### src/rtl/fuzzy_pkg.sv
// Definitions shared by the fuzzy coprocessor actuator stage: run/off states,
// the PWM period length and the slew-limited duty step.
package fuzzy_pkg;

    typedef enum logic {S_OFF = 1'b0, S_RUN = 1'b1} state_e;

    localparam int DUTY_MAX_C = 100;

    // Move cur toward tgt by at most slew (slew==0 means jump straight there).
    // The 9-bit signed difference keeps both directions free of wrap-around.
    function automatic logic [7:0] sat_step(input logic [7:0] cur,
                                            input logic [7:0] tgt,
                                            input logic [7:0] slew);
        logic signed [8:0] diff;
        logic [8:0]        mag;
        logic [8:0]        lim;
        diff = $signed({1'b0, tgt}) - $signed({1'b0, cur});
        mag  = diff[8] ? $unsigned(-diff) : $unsigned(diff);
        lim  = ((slew == 8'd0) || (mag < {1'b0, slew})) ? mag : {1'b0, slew};
        return diff[8] ? (cur - lim[7:0]) : (cur + lim[7:0]);
    endfunction

endpackage

### src/rtl/pwm_timebase.sv
// Prescaler plus phase counter for the PWM; both counters sit at 0 while idle.
module pwm_timebase
    import fuzzy_pkg::*;
#(
    parameter int PRESC_W  = 16,
    parameter int DUTY_MAX = DUTY_MAX_C,
    parameter int PHASE_W  = $clog2(DUTY_MAX)
) (
    input  logic               clk,
    input  logic               rst,
    input  logic               run,
    input  logic [PRESC_W-1:0] presc,
    output logic [PHASE_W-1:0] phase,
    output logic               period_tick
);

    localparam logic [PHASE_W-1:0] PHASE_LAST = PHASE_W'(DUTY_MAX - 1);

    logic [PRESC_W-1:0] presc_cnt_q, presc_cnt_d;
    logic [PHASE_W-1:0] phase_q, phase_d;
    logic               step;

    always_comb begin
        step        = run && (presc_cnt_q == presc);
        presc_cnt_d = presc_cnt_q;
        phase_d     = phase_q;
        if (!run) begin
            presc_cnt_d = '0;
            phase_d     = '0;
        end else begin
            // >= lets a presc shrunk below the running count wrap cleanly
            presc_cnt_d = (presc_cnt_q >= presc) ? '0 : presc_cnt_q + 1'b1;
            if (step) begin
                phase_d = (phase_q == PHASE_LAST) ? '0 : phase_q + 1'b1;
            end
        end
        period_tick = step && (phase_q == PHASE_LAST);
    end

    always_ff @(posedge clk or posedge rst) begin
        if (rst) begin
            presc_cnt_q <= '0;
            phase_q     <= '0;
        end else begin
            presc_cnt_q <= presc_cnt_d;
            phase_q     <= phase_d;
        end
    end

    assign phase = phase_q;

endmodule

### src/rtl/duty_pwm.sv
// Slew-limited PWM actuator: captures the defuzzified output G and applies it
// as a duty cycle, changing duty only at period boundaries.
module duty_pwm
    import fuzzy_pkg::*;
#(
    parameter int PRESC_W  = 16,
    parameter int DUTY_MAX = DUTY_MAX_C
) (
    input  logic               clk,
    input  logic               rst,
    input  logic               enable,
    input  logic [7:0]         g_in,
    input  logic               g_valid,
    input  logic [PRESC_W-1:0] presc,
    input  logic [7:0]         slew_max,
    output logic               pwm_out,
    output logic [7:0]         duty_cur,
    output logic [7:0]         target,
    output logic               period_tick,
    output logic               clamp_flag
);

    localparam int         PHASE_W    = $clog2(DUTY_MAX);
    localparam logic [7:0] DUTY_MAX_B = 8'(DUTY_MAX);

    state_e             state_q, state_d;
    logic [7:0]         duty_cur_q, duty_cur_d;
    logic [7:0]         target_q, target_d;
    logic               clamp_q, clamp_d;
    logic               pwm_q, pwm_d;
    logic               run;
    logic [PHASE_W-1:0] phase;
    logic               tick;

    // Dropping enable stops the timebase in the same cycle, so a tick that
    // coincides with enable falling never reaches the duty register.
    assign run = (state_q == S_RUN) && enable;

    pwm_timebase #(
        .PRESC_W  (PRESC_W),
        .DUTY_MAX (DUTY_MAX),
        .PHASE_W  (PHASE_W)
    ) u_timebase (
        .clk         (clk),
        .rst         (rst),
        .run         (run),
        .presc       (presc),
        .phase       (phase),
        .period_tick (tick)
    );

    always_comb begin
        state_d    = state_q;
        target_d   = target_q;
        clamp_d    = clamp_q;
        duty_cur_d = duty_cur_q;
        case (state_q)
            S_OFF:   if (enable)  state_d = S_RUN;
            S_RUN:   if (!enable) state_d = S_OFF;
            default: state_d = S_OFF;
        endcase
        if (g_valid) begin
            if (g_in > DUTY_MAX_B) begin
                target_d = DUTY_MAX_B;
                clamp_d  = 1'b1;
            end else begin
                target_d = g_in;
            end
        end
        // Uses target_q, so a capture in the tick cycle waits for the next wrap
        if (tick) duty_cur_d = sat_step(duty_cur_q, target_q, slew_max);
        pwm_d = run && (8'(phase) < duty_cur_q);
    end

    always_ff @(posedge clk or posedge rst) begin
        if (rst) begin
            state_q    <= S_OFF;
            duty_cur_q <= '0;
            target_q   <= '0;
            clamp_q    <= 1'b0;
            pwm_q      <= 1'b0;
        end else begin
            state_q    <= state_d;
            duty_cur_q <= duty_cur_d;
            target_q   <= target_d;
            clamp_q    <= clamp_d;
            pwm_q      <= pwm_d;
        end
    end

    assign pwm_out     = pwm_q;
    assign duty_cur    = duty_cur_q;
    assign target      = target_q;
    assign period_tick = tick;
    assign clamp_flag  = clamp_q;

endmodule
### config.mk
export PLATFORM = sky130hd
export DESIGN_NAME = duty_pwm
export DESIGN_NICKNAME = d
export VERILOG_FILES = /design/src/rtl/fuzzy_pkg.sv /design/src/rtl/pwm_timebase.sv /design/src/rtl/duty_pwm.sv
export SDC_FILE = /design/constraint.sdc
export NUM_CORES = 1
export LEC_CHECK = 0
export ABC_CLOCK_PERIOD_IN_PS = 15000
export BUFFER_PORTS_ARGS = -buffer_cell sky130_fd_sc_hd__buf_2
export CORE_ASPECT_RATIO = 0.9
export CORE_MARGIN = 4
export CORE_UTILIZATION = 55
export DETAILED_ROUTE_END_ITERATION = 10
export PLACE_DENSITY = 0.78
export SKIP_CTS_REPAIR_TIMING = 1
export SLEW_MARGIN = 20
export SYNTH_ARGS = -nofsm -noshare
export SYNTH_HDL_FRONTEND = slang
export SYNTH_SLANG_ARGS = --single-unit
### constraint.sdc
create_clock -name clk -period 15 [get_ports clk]
set_input_delay 3 -clock clk [delete_from_list [all_inputs] [get_ports clk]]
set_output_delay 3 -clock clk [all_outputs]
set_load 0.05 [all_outputs]
==> flow_metrics.py, run 1 <==
metrics = {
    "status": {
        "status": "completed",
    },
    "floorplan": {
        "fp.dieArea_um2": 7950,
        "io_pins": 55,
        "die_h_um": 85.0,
        "rows": 27,
        "die_w_um": 93.6,
        "core_area_um2": 6250,
        "initial_core_util_pct": 58.0,
    },
    "sta": {
        "max_slew.worst_pin.slew_ps": 559,
        "slew_headroom_pct": 62.1,
        "drv_slew": 0,
        "hold_viol": 0,
        "setup_tns_ps": 0,
        "fmax_mhz": 125,
        "fin_crit_sh_pct": 53.4,
        "final-setup-viol-count": 0,
        "rsz0062_at_grt": "no",
        "fin_hold_ws_ps": 477,
        "fin_worst_skew_ps": 6.33,
        "post-route-min-period_ps": 8010,
    },
    "power": {
        "combPwrFrac_pct": 33.9,
        "sw_frac_of_total_pct": 33.1,
        "peakVddDrop_uv": 59.7,
        "p_leak_nw": 2.07,
        "pwr-share-clk_pct": 31.9,
        "total_power_uw": 344,
        "power.density_nw_per_um2": 83.0,
        "switchingPower_uw": 114,
        "sequentialPowerShare_pct": 34.2,
        "internal_power_uw": 230,
    },
    "finish": {
        "area_growth_syn_to_layout_pct": 14.4,
        "drive_above_1_share_pct": 15.0,
        "antennaDiodeCount": 0,
        "final_common_cell": "buf_2",
        "final_nets": 572,
        "layout_common_cells": "54 x buf_2, 50 x nor2_1, 47 x ha_1",
        "design_area_um2": 4150,
        "n_fill_cell": 519,
    },
    "clock_tree": {
        "cts_buffers": 5,
        "clock_sinks": 42,
        "clockBufferDepth": 2,
        "cts_htree_levels": 2,
        "root_buffer": "clkbuf_8",
        "cts_tree": "done",
        "path_clk_slew_ps": 80,
        "clk_latency_ps": 310,
    },
    "routing": {
        "totalWireLength_mm": 8.27,
        "vias": 3183,
        "drc": 0,
        "wire_per_inst_um": 14.4,
        "drt_iter0_drc": 148,
        "drtPass1Iterations": 4,
        "antenna_left": 0,
        "vias_per_cell": 5.54,
    },
    "worst_hold_path": {
        "min_from": "clamp_flag",
        "min_path_cells": 1,
        "holdPathEnd": "clamp_flag",
        "min-delay-path-class": "reg -> reg",
    },
    "worst_setup_path": {
        "reg2reg_to": "duty_cur[7]",
        "worstReg2RegStart": "duty_cur[0]",
        "ff2ff_setup_slack_ps": 8670,
        "critPathTopFamily": "simple AND/OR/NAND/NOR gates",
        "crit_buf_inv": 5,
        "cp.arrival_ps": 5010,
        "r2r_cells": 27,
        "end_kind": "output port",
        "cpPeakStageDelay_ps": 290,
        "cp_cell_sequence": "buf_2, inv_1, ha_1, nand4_1, nor4_1, buf_4, nor2b_1, nand2b_1, inv_1, buf_2",
        "crit_slowest_cell": "ha_1",
        "worst_setup_path_start_kind": "input port",
        "cp_max_fo": 14,
        "worstSetupPathType": "in -> out",
        "required_ps": 12000,
    },
    "global_routing": {
        "grt_busiest_layer": "met2",
        "grt_pass1_wl_mm": 14.0,
        "antenna_found_initial": 0,
        "grt_max_degree": 43,
        "met1_usage_pct": 29.9,
        "grt_overflow": 0,
        "use_met2_pct": 34.5,
        "grtUsageTotal_pct": 21.3,
        "first_global_vias": 3095,
        "grt_util_met3_pct": 3.10,
    },
    "placement": {
        "hpwlAfterDp_mm": 6.67,
        "dpl_cell_area_um2": 4010,
        "gp_congestion": 0.864,
        "port_buffers": 54,
    },
    "logic_synthesis": {
        "yosysWarnings": 0,
        "synthCells": 428,
        "yosysUniqueCellTypes": 50,
        "syn_area_per_cell_um2": 8.47,
        "seq_area_frac_synth_pct": 29.0,
        "synth_area_leaders": "dfrtp_1 29%, ha_1 16%, xnor2_1 5.3%",
        "synth_top_cell_by_area": "dfrtp_1",
        "synth_top_area_share_pct": 29.0,
        "netlist_area_um2": 3620,
        "async_reset_ff_share_pct": 100,
        "synth_nets": 513,
        "synth-edff-count": 0,
        "ys_seq_elements": 42,
        "synthFlopType": "dfrtp_1",
    },
    "run": {
        "maxCapViolCount": 0,
    },
}
-- metal layers --
metal	vias to the layer above	part of all wire (%)
li1	1602	-
met1	1477	47
met2	92	45
met3	12	5.9
met4	0	1.5
met5	-	0
-- area by class of cell --
| cell class | count | area (µm²) | area share (%) |
|---|---|---|---|
| multi-input combinational | 336 | 2390 | 57.6 |
| sequential | 42 | 1050 | 25.4 |
| timing repair buffer | 57 | 293 | 7.06 |
| inverter | 45 | 169 | 4.07 |
| tap | 87 | 109 | 2.63 |
| clock buffer | 5 | 68.8 | 1.66 |
| clock inverter | 3 | 68.8 | 1.66 |
-- cell families (layout without fill, tap and decap cells) --
group                      after synthesis  in the layout  synth area share (%)
adders and majority gates               49             49                  17.3
muxes                                    8              8                  2.21
AOI/OAI and AO/OA                      105            105                  18.5
xor gates and xnor gates                41             41                  9.91
and+or+nand+nor                        133            133                  17.8
DFF                                     42             42                  29.0
buffers and inverters                   50            110                  5.18
-- cells in the mapped netlist, types with 2 or more instances --
cell,n
a21oi_1,30
nor2b_1,8
o21a_1,7
a21o_1,10
o22ai_1,2
nor2_1,50
o31ai_1,6
and3_1,6
o2111ai_1,2
nand3_1,11
ha_1,47
xnor2_1,22
nor3_1,4
nor4_1,2
nand2_1,29
mux2i_1,8
o21bai_1,2
fa_1,2
a31oi_1,3
nor3b_1,2
a211o_1,2
o21ai_0,26
inv_1,45
nand2b_1,7
clkbuf_1,5
o21ai_1,2
nand4_1,6
xor2_1,19
dfrtp_1,42
-- sequential cells by signal, summed over array words and instances (netlist names) --
name and cells:
clamp_flag 1, duty_cur 8, pwm_out 1, state_q 1, target 8, u_timebase.phase 7, u_timebase.presc_cnt_q 16
-- power by group through the flow --
stage,Clock (mW),Combinational [mW],Sequential [mW]
after floorplan,0,0.0842,0.126
after global placement,0,0.113,0.120
after detailed placement,0,0.116,0.120
after CTS,0.111,0.117,0.118
after global routing,0.115,0.130,0.118
final,0.110,0.117,0.118
-- worst register-to-register path, cell delays in order (launching register included) --
cell	delay (ps)
dfrtp_1	450
ha_1	210
inv_1	60
fa_1	440
a211oi_4	330
nor2_1	90
xor2_1	440
nor3_1	150
a21oi_1	200
xor2_1	250
ha_1	300
o2111ai_1	230
a211o_1	120
o211ai_1	140
a41o_1	300
nand2_1	370
nor2_1	90
a21oi_1	230
ha_1	280
a21o_1	170
a21o_1	200
a21oi_1	160
o21bai_1	100
a21o_1	180
a21oi_1	180
xor2_1	210
mux2i_1	260
xnor2_1	140
-- per-stage QoR --
stage | setup WS (ps) | utilization [%] | std cells
finish | 6990 | 66.3 | 575
global placement | 7020 | 64.1 | 567
CTS | 7000 | 66.3 | 575
global route | 6770 | 66.3 | 575
detailed placement | 7000 | 64.1 | 567
floorplan | 7220 | - | 428
-- worst max path at each step --
stage / to / start / cells after the start / slack, ps
2_1_floorplan: period_tick / presc[11] / 7 / 7220
3_3_place_gp: period_tick / presc[15] / 10 / 7020
3_5_place_dp: period_tick / presc[12] / 10 / 7000
4_1_cts: period_tick / presc[12] / 10 / 7000
5_1_grt: period_tick / presc[15] / 10 / 6770
6_report: period_tick / presc[12] / 10 / 6990
No activity file was read; power rests on OpenSTA's default activity.
==> run 2: changes to the inputs <==
Settings changed: ABC_AREA from default to 1, ABC_CLOCK_PERIOD_IN_PS 15000 to 7400.
Clock period 15 ns to 7.4 ns, I/O delays scaled along.
==> flow_metrics.py, run 2 <==
metrics = {
    "routing": {
        "vias_per_cell": 5.19,
        "drtPass1Iterations": 4,
        "drt_iter0_drc": 186,
        "vias": 3359,
        "totalWireLength_mm": 8.01,
        "drc": 0,
        "antenna_left": 0,
        "wire_per_inst_um": 12.4,
    },
    "sta": {
        "final-setup-viol-count": 0,
        "drv_slew": 0,
        "fin_worst_skew_ps": 9.28,
        "fmax_mhz": 177,
        "fin_crit_sh_pct": 76.3,
        "max_slew.worst_pin.slew_ps": 524,
        "slew_headroom_pct": 65.1,
        "setup_tns_ps": 0,
        "rsz0062_at_grt": "no",
        "hold_viol": 0,
        "post-route-min-period_ps": 5640,
    },
    "worst_setup_path": {
        "required_ps": 7590,
        "critPathMostFrequentCell": "nand2_1",
        "cp.arrival_ps": 5830,
        "cpPeakStageDelay_ps": 450,
        "worstSetupPathType": "reg -> reg",
        "end_kind": "flop",
        "worst_setup_path_start_kind": "flop",
        "cp_max_fo": 13,
        "crit_slowest_cell": "dfrtp_1",
    },
    "placement": {
        "gp_congestion": 0.941,
        "hpwlAfterDp_mm": 6.67,
        "port_buffers": 54,
        "dpl_cell_area_um2": 4050,
    },
    "clock_tree": {
        "clock_sinks": 42,
        "path_clk_slew_ps": 90,
        "cts_buffers": 5,
        "cts_htree_levels": 2,
        "clockBufferDepth": 2,
        "root_buffer": "clkbuf_8",
        "clk_latency_ps": 290,
        "cts_tree": "done",
    },
    "floorplan": {
        "die_h_um": 85.6,
        "rows": 28,
        "initial_core_util_pct": 56.2,
        "core_area_um2": 6550,
        "io_pins": 55,
        "fp.dieArea_um2": 8070,
        "die_w_um": 94.2,
    },
    "power": {
        "p_leak_nw": 2.22,
        "combPwrFrac_pct": 41.9,
        "total_power_uw": 666,
        "sw_frac_of_total_pct": 39.3,
        "switchingPower_uw": 262,
        "pwr-share-clk_pct": 22.5,
        "peakVddDrop_uv": 92.5,
        "internal_power_uw": 404,
        "sequentialPowerShare_pct": 35.6,
        "power.density_nw_per_um2": 161,
    },
    "logic_synthesis": {
        "yosysUniqueCellTypes": 40,
        "syn_area_per_cell_um2": 7.39,
        "synth_top_area_share_pct": 28.6,
        "yosysMostFrequentCell": "nand2_1",
        "synthFlopType": "dfrtp_1",
        "async_reset_ff_share_pct": 100,
        "ys_seq_elements": 42,
        "synth_nets": 583,
        "seq_area_frac_synth_pct": 28.6,
        "synth_top_cell_by_area": "dfrtp_1",
        "netlist_area_um2": 3680,
        "synth_area_leaders": "dfrtp_1 29%, ha_1 16%, nand2_1 10%",
        "synthCells": 498,
        "synth_common_cells": "102 x nand2_1, 85 x inv_1, 47 x ha_1",
        "yosysWarnings": 0,
        "synth-edff-count": 0,
    },
    "global_routing": {
        "first_global_vias": 3131,
        "grt_overflow": 0,
        "grtUsageTotal_pct": 21.0,
        "grt_pass1_wl_mm": 14.0,
        "grt_max_degree": 43,
        "antenna_found_initial": 0,
    },
    "worst_hold_path": {
        "min-delay-path-class": "reg -> reg",
    },
    "finish": {
        "area_growth_syn_to_layout_pct": 12.3,
        "final_nets": 641,
        "n_fill_cell": 596,
        "layout_common_cells": "102 x nand2_1, 85 x inv_1, 54 x buf_2",
        "design_area_um2": 4140,
        "final_common_cell": "nand2_1",
        "top_register": "u_timebase.presc_cnt_q",
        "antennaDiodeCount": 0,
        "largest_register_ffs": 16,
        "drive_above_1_share_pct": 16.9,
    },
    "status": {
        "status": "completed",
    },
    "run": {
        "maxCapViolCount": 0,
    },
}
==> run 2: changes by cell type after synthesis, sizes merged, moves of 7 or more <==
cell / delta
mux2i: -8
xnor2: -14
a21oi: -8
a21o: -10
inv: +46
nor2b: -8
o21a: -7
nand2: +83
nand2b: -7
nand3: +18
==> run 2: power by group through the flow <==
stage	logic, mW	clock network, mW	registers (mW)
6_report	0.279	0.150	0.237
4_1_cts	0.279	0.153	0.237
3_5_place_dp	0.276	0	0.242
3_3_place_gp	0.269	0	0.242
2_1_floorplan	0.209	0	0.253
5_1_grt	0.319	0.164	0.238
==> run 2: layout make-up <==
cell class	instances	area, µm²	area share [%]
clock buffer	5	68.8	1.66
clock inverter	3	21.3	0.514
inverter	91	342	8.26
multi-input combinational	360	2250	54.5
sequential	42	1050	25.4
tap	90	113	2.72
timing repair buffer	56	285	6.90
==> run 2: cells by family after synthesis <==
family	share of synthesized area, %
AND/OR/NAND/NOR	27.0
buffers and inverters	10.2
AO/OA/AOI/OAI	11.0
adder cells (fa/ha/maj)	17.1
flip-flops	28.6
XOR/XNOR	6.19
==> run 2: critical path: cells and delay by family, from the launching register on <==
kind / cells / cell delay (ps)
XOR/XNOR: 2 / 480
adder cells (fa/ha/maj): 5 / 1520
flip-flops: 1 / 450
AND/OR/NAND/NOR: 21 / 1750
AO/OA/AOI/OAI: 7 / 1040
buffers and inverters: 4 / 300
==> run 2: worst paths after layout <==
| kind | startpoint | endpoint | slack [ps] | cells past startpoint |
|---|---|---|---|---|
| max | duty_cur[0] | duty_cur[7] | 1760 | 39 |
| min | clamp_flag | clamp_flag | 480 | 1 |
| max reg2reg | duty_cur[0] | duty_cur[7] | 1760 | 39 |
| min reg2reg | clamp_flag | clamp_flag | 480 | 1 |
| max in group asynchronous | rst | u_timebase.presc_cnt_q[15] | 5740 | 3 |
| min in group asynchronous | rst | target[3] | 1310 | 3 |
==> run 2: per-layer routing <==
layer,vias to the layer above,global-route usage [%],part of all wire [%]
li1,1729,-,-
met1,1546,31.6,50
met2,75,32.2,44
met3,9,3.51,5.3
met4,0,3.81,0.72
met5,-,0,0
==> run 2: metrics by stage <==
step                util [%]  setup slack (ps)  std cells  hold WS, ps
floorplan                  -              2100        498          454
global placement        61.7              1980        639          460
detailed placement      61.7              1820        639          460
CTS                     63.1              1790        647          487
global route            63.1              1170        647          503
finish                  63.1              1760        647          484
==> run 3: changes to the inputs <==
Settings changed: ABC_CLOCK_PERIOD_IN_PS 7400 to 5290.
Clock period 7.4 ns to 5.29 ns, I/O delays scaled along.
==> flow_metrics.py, run 3 (synthesized netlist as in run 2, its figures left out) <==
metrics = {
    "floorplan": {
        "io_pins": 55,
        "core_area_um2": 6550,
        "die_w_um": 94.2,
        "fp.dieArea_um2": 8070,
        "rows": 28,
        "die_h_um": 85.6,
        "initial_core_util_pct": 56.2,
    },
    "worst_setup_path": {
        "cp.arrival_ps": 5420,
        "reg2reg_to": "duty_cur[7]",
        "crit_path_end": "duty_cur[7]",
        "ff2ff_setup_slack_ps": 60,
        "cp_max_fo": 5,
        "r2r_cells": 39,
        "crit_slowest_cell": "fa_2",
        "cpPeakStageDelay_ps": 410,
        "worstReg2RegStart": "target[0]",
        "worst_setup_path_start_kind": "flop",
        "critPathMostFrequentCell": "nand2_1",
        "worstSetupPathType": "reg -> reg",
        "startpoint": "target[0]",
        "required_ps": 5480,
        "end_kind": "flop",
    },
    "global_routing": {
        "first_global_vias": 3219,
        "grt_max_degree": 43,
        "grt_pass1_wl_mm": 14.4,
        "grt_overflow": 0,
        "grtUsageTotal_pct": 22.0,
        "antenna_found_initial": 0,
    },
    "power": {
        "p_leak_nw": 2.31,
        "peakVddDrop_uv": 108,
        "power.density_nw_per_um2": 231,
    },
    "routing": {
        "vias_per_cell": 5.26,
        "wire_per_inst_um": 13.3,
        "totalWireLength_mm": 8.76,
        "drc": 0,
        "drt_iter0_drc": 136,
        "antenna_left": 0,
        "vias": 3468,
        "drtPass1Iterations": 4,
    },
    "sta": {
        "slew_headroom_pct": 64.3,
        "worst_slack_ps": 62.0,
        "drv_slew": 0,
        "final-setup-viol-count": 0,
        "post-route-min-period_ps": 5230,
        "fin_worst_skew_ps": 6.59,
        "hold_viol": 0,
        "max_slew.worst_pin.slew_ps": 536,
        "fin_crit_sh_pct": 98.8,
        "setup_tns_ps": 0,
        "rsz0062_at_grt": "yes",
        "fmax_mhz": 191,
    },
    "finish": {
        "drive_above_1_share_pct": 25.0,
        "final_common_cell": "nand2_1",
        "antennaDiodeCount": 0,
        "design_area_um2": 4410,
        "area_growth_syn_to_layout_pct": 19.8,
        "layout_common_cells": "95 x nand2_1, 80 x inv_1, 54 x buf_2",
        "final_nets": 653,
        "top_register": "u_timebase.presc_cnt_q",
        "largest_register_ffs": 16,
    },
    "clock_tree": {
        "clockBufferDepth": 2,
        "cts_tree": "done",
        "cts_buffers": 5,
        "path_clk_slew_ps": 80,
        "cts_htree_levels": 2,
        "clock_sinks": 42,
        "root_buffer": "clkbuf_8",
        "clk_latency_ps": 290,
    },
    "status": {
        "status": "completed",
    },
    "placement": {
        "port_buffers": 54,
        "pre_cts_slack_ps": -66.0,
        "dpl_cell_area_um2": 4080,
        "hpwlAfterDp_mm": 6.91,
        "gp_congestion": 0.871,
    },
    "run": {
        "maxCapViolCount": 0,
    },
    "worst_hold_path": {
        "min-delay-path-class": "reg -> reg",
    },
}
==> run 3: cell types whose count changed in the layout (fill, tap and decap cells not counted), moves of 6 or more <==
cell	before	now
buf_4	2	14
a21oi_1	21	15
nand2_2	8	15
nand2_1	102	95
==> run 3: area by class of cell <==
cell class / instances / area, µm²
inverters: 91 / 347
clock inverters: 2 / 12.5
fillers: 551 / 2140
repair buffers: 68 / 375
flip-flops and latches: 42 / 1050
well taps: 90 / 113
multi-input cells: 360 / 2430
clock buffers: 6 / 82.6
==> run 3: per-layer routing <==
metal	part of all wire (%)	up-vias	track usage [%]
met5	0	-	0
met1	47	1610	31.9
met4	1.5	0	3.41
li1	-	1751	-
met3	6.2	15	4.65
met2	45	92	34.7
==> run 3: critical path, delay by kind of cell, from the launching register on <==
family                   cells  cell delay (ps)
adder cells (fa/ha/maj)      4             1280
flip-flops                   1              400
buffers and inverters        4              330
AO/OA/AOI/OAI                9             1160
AND/OR/NAND/NOR             20             1620
XOR/XNOR                     2              340
==> run 3: per-stage QoR <==
step	util, %	hold WS (ps)	total power [mW]	cells
final	67.3	484	1.02	659
after detailed placement	62.2	463	0.727	643
after global placement	62.2	462	0.715	643
after global routing	67.3	504	1.09	659
after CTS	63.7	488	0.945	651
after floorplan	-	454	0.647	498
==> run 3: report_power, final <==
group	internal, mW	leakage [nW]	switching [mW]
clock	0.105	0.0472	0.113
sequential	0.327	0.537	0.00560
combinational	0.183	1.72	0.283
==> run 3: how the worst min path moves through the flow <==
stage	endpoint	depth (start not counted)	slack, ps	from
after floorplan	u_timebase.presc_cnt_q[0]	1	450	u_timebase.presc_cnt_q[0]
after global placement	clamp_flag	1	460	clamp_flag
after detailed placement	clamp_flag	1	460	clamp_flag
after CTS	clamp_flag	1	490	clamp_flag
after global routing	clamp_flag	1	500	clamp_flag
final	clamp_flag	1	480	clamp_flag
